===== src/rtl/ps2_key_sequencer.sv =====
// ps2_key_sequencer
// Turns the PS/2 scancode byte stream into whole make/break key events.
// E0 (extended), F0 (break) and E1 (pause) prefixes are decoded here.
// Decoded events are queued in a small FIFO.
// Held levels of the four extended arrow keys are tracked separately.
// Optional feature: define PS2_TYPEMATIC_FILTER_EN to drop auto-repeat makes.

module ps2_key_sequencer #(
    parameter int FIFO_DEPTH = 4,
    parameter int CNT_W      = 3
) (
    input  logic             CLOCK_50,
    input  logic             reset,
    input  logic [7:0]       received_data,
    input  logic             received_data_en,
    input  logic             key_ack,
    output logic             key_ready,
    output logic [7:0]       key_code,
    output logic             key_extended,
    output logic             key_release,
    output logic [CNT_W-1:0] fifo_count,
    output logic [3:0]       arrow_held,
    output logic             overflow
);

    localparam int PTR_W = (FIFO_DEPTH > 1) ? $clog2(FIFO_DEPTH) : 1;

    localparam logic [2:0] ST_IDLE    = 3'd0;
    localparam logic [2:0] ST_EXT     = 3'd1;
    localparam logic [2:0] ST_BRK     = 3'd2;
    localparam logic [2:0] ST_EXT_BRK = 3'd3;
    localparam logic [2:0] ST_SKIP    = 3'd4;

    logic [2:0]       state_q, state_d;
    logic [2:0]       skip_q, skip_d;
    logic [3:0]       arrow_q, arrow_d;
    logic [CNT_W-1:0] count_q, count_d;
    logic [PTR_W-1:0] rd_ptr_q, rd_ptr_d;
    logic [PTR_W-1:0] wr_ptr_q, wr_ptr_d;
    logic             ovf_q, ovf_d;
    logic [9:0]       mem_q [FIFO_DEPTH];

    logic             push_vld;
    logic             push_ext;
    logic             push_rel;
    logic             event_vld;
    logic             is_ignored;
    logic             pop;
    logic             full;
    logic             wr_en;
    logic [9:0]       head;

    // Keyboard status/ack bytes that never form a key event.
    always_comb begin
        case (received_data)
            8'h00, 8'hAA, 8'hEE, 8'hFA, 8'hFC, 8'hFE, 8'hFF: is_ignored = 1'b1;
            default:                                         is_ignored = 1'b0;
        endcase
    end

    // Prefix decoder: one byte per strobe, emits at most one event.
    always_comb begin
        // NOTE: every combinational output gets a default first so no latch is inferred.
        state_d  = state_q;
        skip_d   = skip_q;
        push_vld = 1'b0;
        push_ext = 1'b0;
        push_rel = 1'b0;
        if (received_data_en) begin
            case (state_q)
                ST_IDLE: begin
                    if (received_data == 8'hE0) begin
                        state_d = ST_EXT;
                    end else if (received_data == 8'hF0) begin
                        state_d = ST_BRK;
                    end else if (received_data == 8'hE1) begin
                        state_d = ST_SKIP;
                        skip_d  = 3'd7;
                    end else if (!is_ignored) begin
                        push_vld = 1'b1;
                    end
                end
                ST_EXT: begin
                    if (received_data == 8'hF0) begin
                        state_d = ST_EXT_BRK;
                    end else begin
                        // E0 12 is a fake shift emitted around extended keys.
                        push_vld = (received_data != 8'h12);
                        push_ext = 1'b1;
                        state_d  = ST_IDLE;
                    end
                end
                ST_BRK: begin
                    push_vld = 1'b1;
                    push_rel = 1'b1;
                    state_d  = ST_IDLE;
                end
                ST_EXT_BRK: begin
                    push_vld = (received_data != 8'h12);
                    push_ext = 1'b1;
                    push_rel = 1'b1;
                    state_d  = ST_IDLE;
                end
                ST_SKIP: begin
                    skip_d = skip_q - 3'd1;
                    if (skip_q <= 3'd1) begin
                        state_d = ST_IDLE;
                    end
                end
                default: begin
                    state_d = ST_IDLE;
                    skip_d  = 3'd0;
                end
            endcase
        end
    end

    // Arrow held levels follow extended make/break, regardless of FIFO space.
    always_comb begin
        arrow_d = arrow_q;
        if (push_vld && push_ext) begin
            case (received_data)
                8'h75:   arrow_d[3] = ~push_rel;
                8'h72:   arrow_d[2] = ~push_rel;
                8'h6B:   arrow_d[1] = ~push_rel;
                8'h74:   arrow_d[0] = ~push_rel;
                default: arrow_d = arrow_q;
            endcase
        end
    end

`ifdef PS2_TYPEMATIC_FILTER_EN
    logic       lm_vld_q, lm_vld_d;
    logic [7:0] lm_code_q, lm_code_d;
    logic       lm_ext_q, lm_ext_d;
    logic       lm_match;

    // Auto-repeat filter: a make equal to the last accepted make is dropped.
    always_comb begin
        lm_vld_d  = lm_vld_q;
        lm_code_d = lm_code_q;
        lm_ext_d  = lm_ext_q;
        lm_match  = lm_vld_q && (lm_code_q == received_data) && (lm_ext_q == push_ext);
        event_vld = push_vld;
        if (push_vld) begin
            if (push_rel) begin
                lm_vld_d = 1'b0;
            end else if (lm_match) begin
                event_vld = 1'b0;
            end else begin
                lm_vld_d  = 1'b1;
                lm_code_d = received_data;
                lm_ext_d  = push_ext;
            end
        end
    end

    // Last-make register.
    always_ff @(posedge CLOCK_50 or posedge reset) begin
        if (reset) begin
            lm_vld_q  <= 1'b0;
            lm_code_q <= 8'h00;
            lm_ext_q  <= 1'b0;
        end else begin
            lm_vld_q  <= lm_vld_d;
            lm_code_q <= lm_code_d;
            lm_ext_q  <= lm_ext_d;
        end
    end
`else
    // Every decoded event goes to the FIFO, typematic repeats included.
    always_comb begin
        event_vld = push_vld;
    end
`endif

    // FIFO control: a pop frees a slot for a push in the same cycle.
    always_comb begin
        pop      = key_ack && (count_q != '0);
        full     = (count_q == CNT_W'(FIFO_DEPTH));
        wr_en    = event_vld && (!full || pop);
        ovf_d    = ovf_q | (event_vld && full && !pop);
        rd_ptr_d = pop   ? rd_ptr_q + PTR_W'(1) : rd_ptr_q;
        wr_ptr_d = wr_en ? wr_ptr_q + PTR_W'(1) : wr_ptr_q;
        count_d  = count_q;
        if (wr_en && !pop) begin
            count_d = count_q + CNT_W'(1);
        end else if (!wr_en && pop) begin
            count_d = count_q - CNT_W'(1);
        end
    end

    // Control and status state.
    always_ff @(posedge CLOCK_50 or posedge reset) begin
        if (reset) begin
            // NOTE: sequential state uses non-blocking assignments so all flops update together.
            state_q  <= ST_IDLE;
            skip_q   <= 3'd0;
            arrow_q  <= 4'b0000;
            count_q  <= '0;
            rd_ptr_q <= '0;
            wr_ptr_q <= '0;
            ovf_q    <= 1'b0;
        end else begin
            state_q  <= state_d;
            skip_q   <= skip_d;
            arrow_q  <= arrow_d;
            count_q  <= count_d;
            rd_ptr_q <= rd_ptr_d;
            wr_ptr_q <= wr_ptr_d;
            ovf_q    <= ovf_d;
        end
    end

    // Event storage: {code, ext, rel} per entry.
    always_ff @(posedge CLOCK_50) begin
        // NOTE: storage is not reset; outputs are masked by the count while empty.
        if (wr_en) begin
            mem_q[wr_ptr_q] <= {received_data, push_ext, push_rel};
        end
    end

    // Head-of-queue outputs, forced to zero when empty.
    always_comb begin
        head         = mem_q[rd_ptr_q];
        key_ready    = (count_q != '0);
        key_code     = key_ready ? head[9:2] : 8'h00;
        key_extended = key_ready & head[1];
        key_release  = key_ready & head[0];
        fifo_count   = count_q;
        arrow_held   = arrow_q;
        overflow     = ovf_q;
    end

endmodule

===== config.mk =====
export PLATFORM = sky130hd
export DESIGN_NAME = ps2_key_sequencer
export DESIGN_NICKNAME = d
export VERILOG_FILES = /design/src/rtl/ps2_key_sequencer.sv
export SDC_FILE = /design/constraint.sdc
export NUM_CORES = 1
export LEC_CHECK = 0
export ABC_AREA = 1
export CAP_MARGIN = 20
export CORE_UTILIZATION = 51
export DETAILED_ROUTE_END_ITERATION = 8
export MAX_ROUTING_LAYER = met4
export PLACE_DENSITY_LB_ADDON = 0.08
export SETUP_SLACK_MARGIN = 0.05
export SYNTH_ARGS = -nofsm -noshare
export SYNTH_HDL_FRONTEND = slang
export SYNTH_SLANG_ARGS = --single-unit
export TNS_END_PERCENT = 5

===== constraint.sdc =====
create_clock -name CLOCK_50 -period 2.3 [get_ports CLOCK_50]
set_input_delay 0.46 -clock CLOCK_50 [delete_from_list [all_inputs] [get_ports CLOCK_50]]
set_output_delay 0.46 -clock CLOCK_50 [all_outputs]
set_load 0.01 [all_outputs]

==> results.sh <==
export IMPL_outcome="finished clean"
export IMPL_ys_warn_count=0
export IMPL_dpl_worst_slack_ns=-0.650
export IMPL_path_buf_inv=3
export IMPL_routabilityCongestion=0.851
export IMPL_ys_seq_elements=58
export IMPL_rsz0062_at_grt="yes"
export IMPL_ant_nets=0
export IMPL_synth_top_area_cell="edfxtp_1"
export IMPL_initial_utilization=0.531
export IMPL_cellLeakagePower_nw=1.72
export IMPL_crit_path_top_delay_cell="dfrtp_1"
export IMPL_port_buffers=30
export IMPL_drive_above_1_share=0.275
export IMPL_die_y_um=77.7
export IMPL_drc=0
export IMPL_grt_start_max_net_pins=21
export IMPL_min_period_ns=2.25
export IMPL_grt_pass1_wl_mm=10.3
export IMPL_place_area_um2=3580
export IMPL_power_w=0.00476
export IMPL_clock_root_buffer="clkbuf_8"
export IMPL_area_growth_pct=33.5
export IMPL_slowest_delay_ns=0.41
export IMPL_place_inst=433
export IMPL_setup_viol=0
export IMPL_yosysUniqueCellTypes=31
export IMPL_synth_top_area_frac=0.411
export IMPL_post_drt_wl_per_cell_um=13.4
export IMPL_syn_avg_cell_area_um2=9.55
export IMPL_num_antenna_cells=0
export IMPL_final_hold_viol_count=0
export IMPL_die_x_um=77.7
export IMPL_grt_ovfl_total=0
export IMPL_cts_tree="yes"
export IMPL_fmax_mhz=444
export IMPL_area_sequential_um2=1650
export IMPL_grt_pass1_vias=2219
export IMPL_io_pins=31
export IMPL_antenna_found_initial=0
export IMPL_finalCritPeriodShare=0.980
export IMPL_worstSkewPairLatency_ns=0.33
export IMPL_critPathLaunchType="flop"
export IMPL_ir_worst_vdd_v=0.000915
export IMPL_cp_max_fo=6
export IMPL_dp_hpwl_mm=4.19
export IMPL_drv_cap=0
export IMPL_clk_path_buf_depth=2
export IMPL_ys_seq_area_frac=0.565
export IMPL_die_area_um2=6030
export IMPL_fin_nets=401
export IMPL_worstMarginPinSlew_ns=0.697
export IMPL_syn_nets=326
export IMPL_critPathKind="flop to flop"
export IMPL_vias=2284
export IMPL_drt_iter0_drc=131
export IMPL_slew_headroom=0.535
export IMPL_multiInputGateArea_um2=1130
export IMPL_num_fill_cells=422
export IMPL_synthTopCellsByArea="edfxtp_1, dfrtp_1, nor2_1, o21ai_0, inv_1"
export IMPL_wl_mm=6.12
export IMPL_avgViaCountPerCell=5.00
export IMPL_power_density_nw_per_um2=1220
export IMPL_finalNonFillerCells=457
export IMPL_firstDrtPassIters=4
export IMPL_track_usage=0.234
export IMPL_cts_clk_slew_worst_paths_ns=0.06
export IMPL_synthesis_area_um2=2920
export IMPL_cts_buffers=9
export IMPL_worstPathArrival_ns=2.46
export IMPL_setup_tns_final_ns=0
export IMPL_cp_cell_sequence="nor2_4 -> inv_2 -> nor2_8 -> nand2_4 -> nor2_4 -> nand3_2 -> nand2_4 -> nand3_4 -> inv_4 -> ha_4 -> inv_2 -> fa_2 -> a21oi_1 -> o21ai_1 -> xor2_1"
export IMPL_cts_sinks=58
export IMPL_path_delay_family="simple AND/OR/NAND/NOR gates"
export IMPL_worst_endpoint_required_ns=2.51
export IMPL_syn_instance_count=306
export IMPL_hold_path_class="primary input to flop"
export IMPL_core_region_area_um2=5510
export IMPL_setup_slack_ns=0.0471
export IMPL_drv_slew=0
export IMPL_postLayoutCellArea_um2=3900
export IMPL_clock_skew_ns=0.00430
export IMPL_num_rows=27
export IMPL_h_tree_depth=3
export IMPL_endpoint_kind="flop"
synthesized netlist by cell type, drive strengths merged:
| cell | number |
|---|---|
| nor2 | 71 |
| edfxtp | 40 |
| inv | 40 |
| nand2 | 39 |
| o21ai | 31 |
| dfrtp | 18 |
| nand3 | 18 |
| a21oi | 13 |
| ha | 7 |
| clkbuf | 6 |
| nand4 | 5 |
| xor2 | 5 |
| nor3 | 4 |
| buf | 2 |
| nor4 | 2 |
| a31oi | 1 |
| fa | 1 |
| mux2 | 1 |
| o21bai | 1 |
| xnor2 | 1 |
worst register-to-register path, delay by kind of cell (launching register included):
family / cells / cell delay, ns
xor gates and xnor gates: 1 / 0.15
DFF: 1 / 0.41
AOI/OAI and AO/OA: 2 / 0.20
adders and majority gates: 2 / 0.44
buffers and inverters: 3 / 0.19
and+or+nand+nor: 7 / 0.75
cell type report:
cell class | count | area share
clock buffers | 9 | 0.0318
clock inverters | 6 | 0.0212
inverters | 40 | 0.0411
multi-input cells | 200 | 0.291
flip-flops and latches | 58 | 0.424
well taps | 72 | 0.0231
repair buffers | 72 | 0.168
stage by stage:
step | utilization | hold slack, ns
6_report | 0.708 | 0.399
5_1_grt | 0.708 | 0.407
4_1_cts | 0.698 | 0.485
3_5_place_dp | 0.649 | 0.462
3_3_place_gp | 0.649 | 0.471
2_1_floorplan | - | 0.399
timing repair:
item                                    4_1_cts  5_1_grt
pin swaps                                     4        1
resized for setup                            31       14
hold buffers                                  0        0
endpoints found under the hold margin         0        0
endpoints found under the setup margin       52        9
setup buffers                                 3        6
state kept, by name (all words and copies together) (netlist names):
signal and cells:
mem_q 40, overflow 1, arrow_held 4, skip_q 3, state_q 3, rd_ptr_q 2
fifo_count 3, wr_ptr_q 2
where the power goes:
part | total (W) | internal (W) | switching (W)
Combinational | 0.00226 | 0.00106 | 0.00120
Clock | 0.000986 | 0.000597 | 0.000389
Sequential | 0.00151 | 0.00139 | 0.000128
Total | 0.00476 | 0.00304 | 0.00172
metal layers:
layer / part of all wire / global-route usage / vias up
met5: 0 / - / -
met4: 0.028 / 0.109 / 0
met3: 0.036 / 0.0447 / 16
met2: 0.46 / 0.358 / 49
met1: 0.47 / 0.302 / 1061
li1: - / - / 1158
cells by family (layout without fill, tap and decap cells):
family,count (synthesis),in the layout,share of synthesized area
buffers and inverters,48,127,0.0630
AND/OR/NAND/NOR,139,139,0.232
adder cells (fa/ha/maj),8,8,0.0368
flip-flops,58,58,0.565
XOR/XNOR,6,6,0.0180
AO/OA/AOI/OAI,46,46,0.0814
multiplexers,1,1,0.00385
layout by cell type, fill, tap and decap left out, drive strengths merged:
| cell type | instances |
|---|---|
| dlygate4sd2 | 2 |
| clkdlybuf4s50 | 12 |
| buf | 42 |
| edfxtp | 40 |
| nor3 | 4 |
| nand4 | 5 |
| xnor2 | 1 |
| fa | 1 |
| mux2 | 1 |
| nor2 | 71 |
| dlymetal6s2s | 7 |
| clkinv | 3 |
| nand2 | 39 |
| clkbuf | 12 |
| dfrtp | 18 |
| xor2 | 5 |
| o21bai | 1 |
| clkinvlp | 3 |
| nand3 | 18 |
| clkdlybuf4s15 | 6 |
| bufinv | 2 |
| a21oi | 13 |
| nor4 | 2 |
| ha | 7 |
| inv | 38 |
| a31oi | 1 |
| o21ai | 31 |
path summary, 6_finish.rpt:
kind	start	end	slack, ns	cells past startpoint
worst max-delay path	state_q[0]	fifo_count[2]	0.05	15
worst min-delay path	received_data[1]	mem_q[1][3]	0.40	1
worst max register to register	state_q[0]	fifo_count[2]	0.05	15
worst min register to register	arrow_held[2]	arrow_held[2]	0.48	2
max in group asynchronous	reset	rd_ptr_q[0]	1.28	2
min in group asynchronous	reset	fifo_count[2]	0.54	2
Note: power is estimated with default switching activity, not from simulation.
